### src/rtl/noc_port_requester.sv
// Per-input-port requester for the 5-port NoC router.
// Buffers incoming flits in a small FIFO, frames packets by header/tail,
// requests the arbiter while a packet is in flight and forwards granted flits.
// Optional feature macro: REQ_LEN_CHECK_EN enables the sticky length/framing
// error flag and treats a stray header mid-packet as an implicit tail.
module noc_port_requester #(
  parameter int unsigned DATA_W = 32,
  parameter int unsigned DEPTH  = 4
) (
  input  logic              clk,
  input  logic              rst,
  input  logic              in_valid,
  input  logic [2:0]        in_flit_id,
  input  logic [DATA_W-1:0] in_data,
  output logic              in_ready,
  input  logic              grant,
  output logic              req,
  output logic [2:0]        flit_id,
  output logic [11:0]       length,
  output logic              out_valid,
  output logic [2:0]        out_flit_id,
  output logic [DATA_W-1:0] out_data,
  output logic              err
);

  localparam int unsigned AW = $clog2(DEPTH);
  localparam logic [2:0] FidHdr  = 3'b001;
  localparam logic [2:0] FidTail = 3'b100;

  typedef enum logic {StIdle, StActive} state_e;

  state_e            state_q;
  logic              req_q;
  logic [11:0]       length_q;
  logic [AW:0]       wr_ptr_q, rd_ptr_q;
  logic [2:0]        mem_id_q   [DEPTH];
  logic [DATA_W-1:0] mem_data_q [DEPTH];

  logic              empty, full, push, pop, implicit_tail;
  logic [2:0]        head_id;
  logic [DATA_W-1:0] head_data;

  assign empty     = (wr_ptr_q == rd_ptr_q);
  assign full      = (wr_ptr_q[AW] != rd_ptr_q[AW]) &&
                     (wr_ptr_q[AW-1:0] == rd_ptr_q[AW-1:0]);
  assign push      = in_valid & ~full;
  assign head_id   = mem_id_q[rd_ptr_q[AW-1:0]];
  assign head_data = mem_data_q[rd_ptr_q[AW-1:0]];

`ifdef REQ_LEN_CHECK_EN
  logic [11:0] cnt_q;
  logic        err_q;
`endif

  // Pop decision: discard strays in idle, forward on grant while active.
  always_comb begin
    pop           = 1'b0;
    implicit_tail = 1'b0;
    if (!empty) begin
      if (state_q == StIdle) begin
        pop = (head_id != FidHdr);
      end else begin
`ifdef REQ_LEN_CHECK_EN
        // cnt_q != 0 means this packet's own header has already gone out
        implicit_tail = (head_id == FidHdr) && (cnt_q != 12'd0);
`endif
        pop = grant & ~implicit_tail;
      end
    end
  end

  // FIFO storage; no reset needed since the pointers define validity.
  always_ff @(posedge clk) begin
    if (push) begin
      mem_id_q[wr_ptr_q[AW-1:0]]   <= in_flit_id;
      mem_data_q[wr_ptr_q[AW-1:0]] <= in_data;
    end
  end

  // FIFO pointers.
  always_ff @(posedge clk or posedge rst) begin
    if (rst) begin
      wr_ptr_q <= '0;
      rd_ptr_q <= '0;
    end else begin
      if (push) wr_ptr_q <= wr_ptr_q + 1'b1;
      if (pop)  rd_ptr_q <= rd_ptr_q + 1'b1;
    end
  end

  // Packet framing FSM with registered req and latched length.
  always_ff @(posedge clk or posedge rst) begin
    if (rst) begin
      state_q  <= StIdle;
      req_q    <= 1'b0;
      length_q <= 12'd0;
    end else begin
      case (state_q)
        StIdle: begin
          if (!empty && head_id == FidHdr) begin
            length_q <= head_data[11:0];
            state_q  <= StActive;
            req_q    <= 1'b1;
          end
        end
        StActive: begin
          if (implicit_tail || (pop && head_id == FidTail)) begin
            state_q <= StIdle;
            req_q   <= 1'b0;
          end
        end
        default: begin
          state_q <= StIdle;
          req_q   <= 1'b0;
        end
      endcase
    end
  end

`ifdef REQ_LEN_CHECK_EN
  // Flit counter and sticky framing error.
  always_ff @(posedge clk or posedge rst) begin
    if (rst) begin
      cnt_q <= 12'd0;
      err_q <= 1'b0;
    end else begin
      if (state_q == StIdle) begin
        if (!empty && head_id == FidHdr) cnt_q <= 12'd0;
        if (pop) err_q <= 1'b1;
      end else begin
        if (pop && cnt_q != 12'hFFF) cnt_q <= cnt_q + 12'd1;
        if (implicit_tail) err_q <= 1'b1;
        if (pop && head_id == FidTail &&
            ({1'b0, cnt_q} + 13'd1 != {1'b0, length_q})) begin
          err_q <= 1'b1;
        end
      end
    end
  end

  assign err = err_q;
`else
  assign err = 1'b0;
`endif

  assign in_ready    = ~full;
  assign req         = req_q;
  assign length      = length_q;
  assign flit_id     = empty ? 3'b000 : head_id;
  assign out_valid   = (state_q == StActive) & pop;
  assign out_flit_id = head_id;
  assign out_data    = head_data;

endmodule

### config.mk
export PLATFORM = sky130hd
export DESIGN_NAME = noc_port_requester
export DESIGN_NICKNAME = d
export VERILOG_FILES = /design/src/rtl/noc_port_requester.sv
export SDC_FILE = /design/constraint.sdc
export NUM_CORES = 1
export LEC_CHECK = 0
export ABC_AREA = 1
export CAP_MARGIN = 20
export CORE_UTILIZATION = 25
export DETAILED_ROUTE_END_ITERATION = 6
export SYNTH_ARGS = -nofsm -noshare
export SYNTH_HDL_FRONTEND = slang
export SYNTH_SLANG_ARGS = --single-unit
### constraint.sdc
create_clock -name clk -period 4.1 [get_ports clk]
set_input_delay 0.615 -clock clk [delete_from_list [all_inputs] [get_ports clk]]
set_output_delay 0.615 -clock clk [all_outputs]
set_load 0.1 [all_outputs]
# After elaboration in Yosys (flattened, before gate mapping)

Memory sizes are Yosys's and may differ from the RTL's.
Index checks and enable logic that the tools add are counted.
Widths: inputs -> output; s select.

Multiply operators: 0
Mux-type cells: 11
Equality and inequality tests: 8
Div/mod/pow operators: 0
Reductions and logical operators: 6
Order comparisons: 0
Bitwise logic cells: 4
Shift operators: 0
Add/subtract/negate cells: 2

Operators by type and width:

| operator            | count |
|---|---|
| $mux 1              | 8 |
| $add 3x1->3 const B | 2 |
| $ne 2x1->1 const B  | 2 |
| $pmux 1 s2          | 2 |
| $reduce_and 2->1    | 2 |
| $eq 3x1->1 const B  | 1 |
| $eq 3x3->1          | 1 |
| $eq 3x3->1 const B  | 1 |
| $logic_and 1x1->1   | 3 |
| $mux 3              | 1 |
| $ne 3x1->1 const B  | 1 |
| $and 1x1->1         | 2 |
| $eq 2x2->1          | 1 |
| $not 1->1           | 2 |
| $logic_not 1->1     | 1 |
| $ne 1x1->1          | 1 |

Register bits: 20
Bits in latches: 0
Bits in writable memories: 140
Logic and storage cells: 38
Memories: 2
Output and inout bits: 54
ROM bits: 0

Memory list:

| memory     | words | width | rd ports | clocked after Yosys merged registers in | write ports | RTL line | RTL |
|---|---|---|---|---|---|---|---|
| mem_data_q | 4     | 32    | 1        | 0                                       | 1           | 37       | `logic [DATA_W-1:0] mem_data_q [DEPTH];` |
| mem_id_q   | 4     | 3     | 1        | 0                                       | 1           | 36       | `logic [2:0] mem_id_q [DEPTH];` |

# Depth between registers and ports, before layout

An unclocked memory read counts as a cell.

Word-level depth: 7
Gate-level depth with buffers: 12
Gate-level depth less buffers: 10

# Worst setup path after synthesis

OpenSTA, ideal clock, no wires.

Path kind: register -> register
Start: register rd_ptr_q[0]
End: memory mem_data_q[0][0] (enable)
Data arrival time: 3430 ps
Stages on the path, launching flop included: 8
Setup slack: 242 ps
Cells stage by stage: dfrtp_1 buf_6 buf_6 nand2_2 nand2_1 nand4_1 nand2_2 nor2_1

Cells in the longest elaborated chain, start to end: 6

RTL lines:

| what                         | RTL line | RTL |
|---|---|---|
| start, declared              | 35       | `logic [AW:0] wr_ptr_q, rd_ptr_q;` |
| start signal, assigned       | 87       | `if (pop) rd_ptr_q <= rd_ptr_q + 1'b1;` |
| $eq 2x2->1                   | 45       | `(wr_ptr_q[AW-1:0] == rd_ptr_q[AW-1:0]);` |
| $logic_and 1x1->1            | 44       | `assign full = (wr_ptr_q[AW] != rd_ptr_q[AW]) &&` |
| $not 1->1                    | -        |  |
| via in_ready                 | 15       | `output logic in_ready,` |
| $and 1x1->1                  | 46       | `assign push = in_valid & ~full;` |
| $mux 1                       | 74       | `if (push) begin` |
| $mux 1 (not written as such) | 76       | `mem_data_q[wr_ptr_q[AW-1:0]] <= in_data;` |
| end, declared                | 37       |  |

The timed path passes the listed nets, and every way through them passes these cells.

# Worst setup path after layout

Start: register rd_ptr_q[0]
End: output out_data[4]

Cells in the longest elaborated chain, start to end: 1

RTL lines:

| what          | RTL line | RTL |
|---|---|---|
| $mem_v2 4x32  | -        |  |
| end, declared | 22       | `output logic [DATA_W-1:0] out_data,` |

No other way between the ends.

==> metrics.cfg <==
[status]
status = finished clean

[layout]
diodes = 0
fillerInstances = 2413
multi_input_area_um2 = 1350
area_growth_pct = 30.5
regArea_um2 = 4710
final_area_um2 = 8200
drive_above_1_share_pct = 16.8
num-nets-final = 619

[placed_design]
postPlaceCellArea_um2 = 7610
gp_congestion = 0.734
port_buffers = 91
place_hpwl_um = 9530

[logic_synthesis]
synth_warnings = 0
yosysMostFrequentCell = edfxtp_1
synth_cells = 483
synth_edf_count = 140
synth_seq_cells = 160
ys_async_sr_fraction_pct = 12.5
synth-main-ff-cell = edfxtp_1
yosysSeqAreaShare_pct = 74.9
yosys-top-cells-area = edfxtp_1 (67%), dfrtp_1 (8.0%), o21ai_0 (5.3%)
avgSynthCellArea_um2 = 13.0
syn_area_um2 = 6280
ys_types = 24
postSynthNetCount = 527
yosys.area.top_type = edfxtp_1
synth_commonest_cells = edfxtp_1 (140), nand2_1 (70), nor2_1 (70), o21ai_0 (66), o22ai_1 (32)
synth_top_cell_area_share_pct = 67.0

[floorplanning]
dieArea_um2 = 25800
io_pins = 93
die_w_um = 160
fp.dieH_um = 160
start_util_pct = 25.7
row_count = 57
core_area_um2 = 24500

[timing]
rsz0062_at_grt = no
fmax_ghz = 0.310
fin_crit_sh_pct = 78.8
hold_viol = 0
whs_ns = 0.477
tns_ns = 0
clock_skew_ns = 0.0112
slew_viol_final = 0
setup_viol = 0
slew_headroom_pct = 33.9
tightestPinTransition_ns = 0.988
min_period_ns = 3.23

[setup_path]
criticalPathCategory = reg2out
critPathMaxFanout = 38
crit_path_end_kind = output pin
crit_arrival_ns = 2.62
reg2reg_from = rd_ptr_q[1]
critPathLaunchType = flop
r2r_cells = 7
reg2reg_slack_ns = 1.16
reg2reg_to = mem_data_q[2][15]
cp.required_ns = 3.48

[routing]
via_per_inst = 4.34
vias = 3959
drc = 0
wire_per_inst_um = 16.1
ant_nets = 0
initialDrtViolationCount = 256
firstDrtPassIters = 4
wirelength_um = 14700

[clock_tree]
htree_levels = 4
ctsResizeCount = 0
cts_tree = done
cts_buffers = 17
post_cts_buffers = 0
cts_root_buf = clkbuf_16
clk_pin_slew_worst_paths_ns = 0.07
clk_path_buf_depth = 2
postCtsHoldBufs = 0
clock_latency_ns = 0.42
clkSinkCount = 160

[global_route]
grt_pass1_vias = 3937
grt_pass1_wl_um = 22700
grt_max_degree = 45
grt.overflow.total = 0
grt_use_total_pct = 11.7
antenna_found_initial = 0

[run]
maxCapViolCount = 0

[hold_path]
min_from = length[2]
min_to = length[2]
hold_path_depth = 2
hold_path_class = reg2reg

==> cells in the final DEF, fill, tap and decap left out, types with 3 or more instances in the layout <==
cell type and count:
inv_6 3, xor2_1 3, clkinvlp_4 6, o22ai_1 32
nor2_1 67, clkdlybuf4s50_1 51, buf_12 14, nand3_1 7
nand2_1 70, inv_1 22, edfxtp_1 140, nand2_2 8
clkbuf_16 17, dfrtp_1 19, nor2_4 5, ha_1 5
o21ai_0 66, buf_4 34
==> area by class of cell <==
type | count | share of cell area (%)
inverters | 25 | 1.24
repair buffers | 99 | 12.8
clock buffers | 18 | 5.24
well taps | 324 | 4.95
multi-input cells | 272 | 16.5
clock inverters | 14 | 1.91
flip-flops and latches | 160 | 57.4
==> routing by layer <==
metal / wire [um] / part of all wire (%) / up-vias / track usage, %
met5: 0 / 0 / - / 0
met4: 144 / 0.98 / 0 / 3.51
met3: 593 / 4.0 / 13 / 2.82
met2: 6990 / 48 / 97 / 18.9
met1: 6930 / 47 / 1958 / 15.6
li1: - / - / 1891 / -
==> stage by stage <==
stage	setup slack [ns]	utilization (%)	instances
final	0.869	33.5	912
after global routing	0.704	33.5	912
after CTS	0.831	33.5	912
after detailed placement	1.10	31.1	880
after global placement	1.18	31.1	880
after floorplan	0.242	-	483
==> flip-flops by register name, indices dropped and copies added, names as in the netlist <==
register and count:
req 1, state_q 1, length 12, mem_id_q 12
rd_ptr_q 3, wr_ptr_q 3, mem_data_q 128
==> critical path: stages, from the launching register on <==
cell and delay [ns]:
dfrtp_2 0.79, buf_4 0.47, o21ai_0 0.16, o22ai_1 0.49, buf_12 0.25
==> how the worst max path moves through the flow <==
stage,startpoint,slack (ns),to
detailed placement,rd_ptr_q[1],1.10,mem_data_q[2][20]
global route,rd_ptr_q[0],0.70,out_data[11]
global placement,rd_ptr_q[1],1.18,mem_data_q[2][20]
finish,rd_ptr_q[0],0.87,out_data[4]
CTS,rd_ptr_q[0],0.83,out_data[4]
floorplan,rd_ptr_q[0],0.24,mem_data_q[0][0]
==> cells by family (layout without fill, tap and decap cells) <==
logic type	after synthesis	count (layout)	share of synthesized area [%]
AO/OA/AOI/OAI	100	100	8.61
flip-flops	160	160	74.9
buffers and inverters	51	156	3.91
adder cells (fa/ha/maj)	5	5	0.996
other	1	1	0.0597
AND/OR/NAND/NOR	162	162	10.9
XOR/XNOR	4	4	0.558
Power is not shown: default switching activity piles up to over one toggle a cycle in this logic, so the estimate is an artifact.
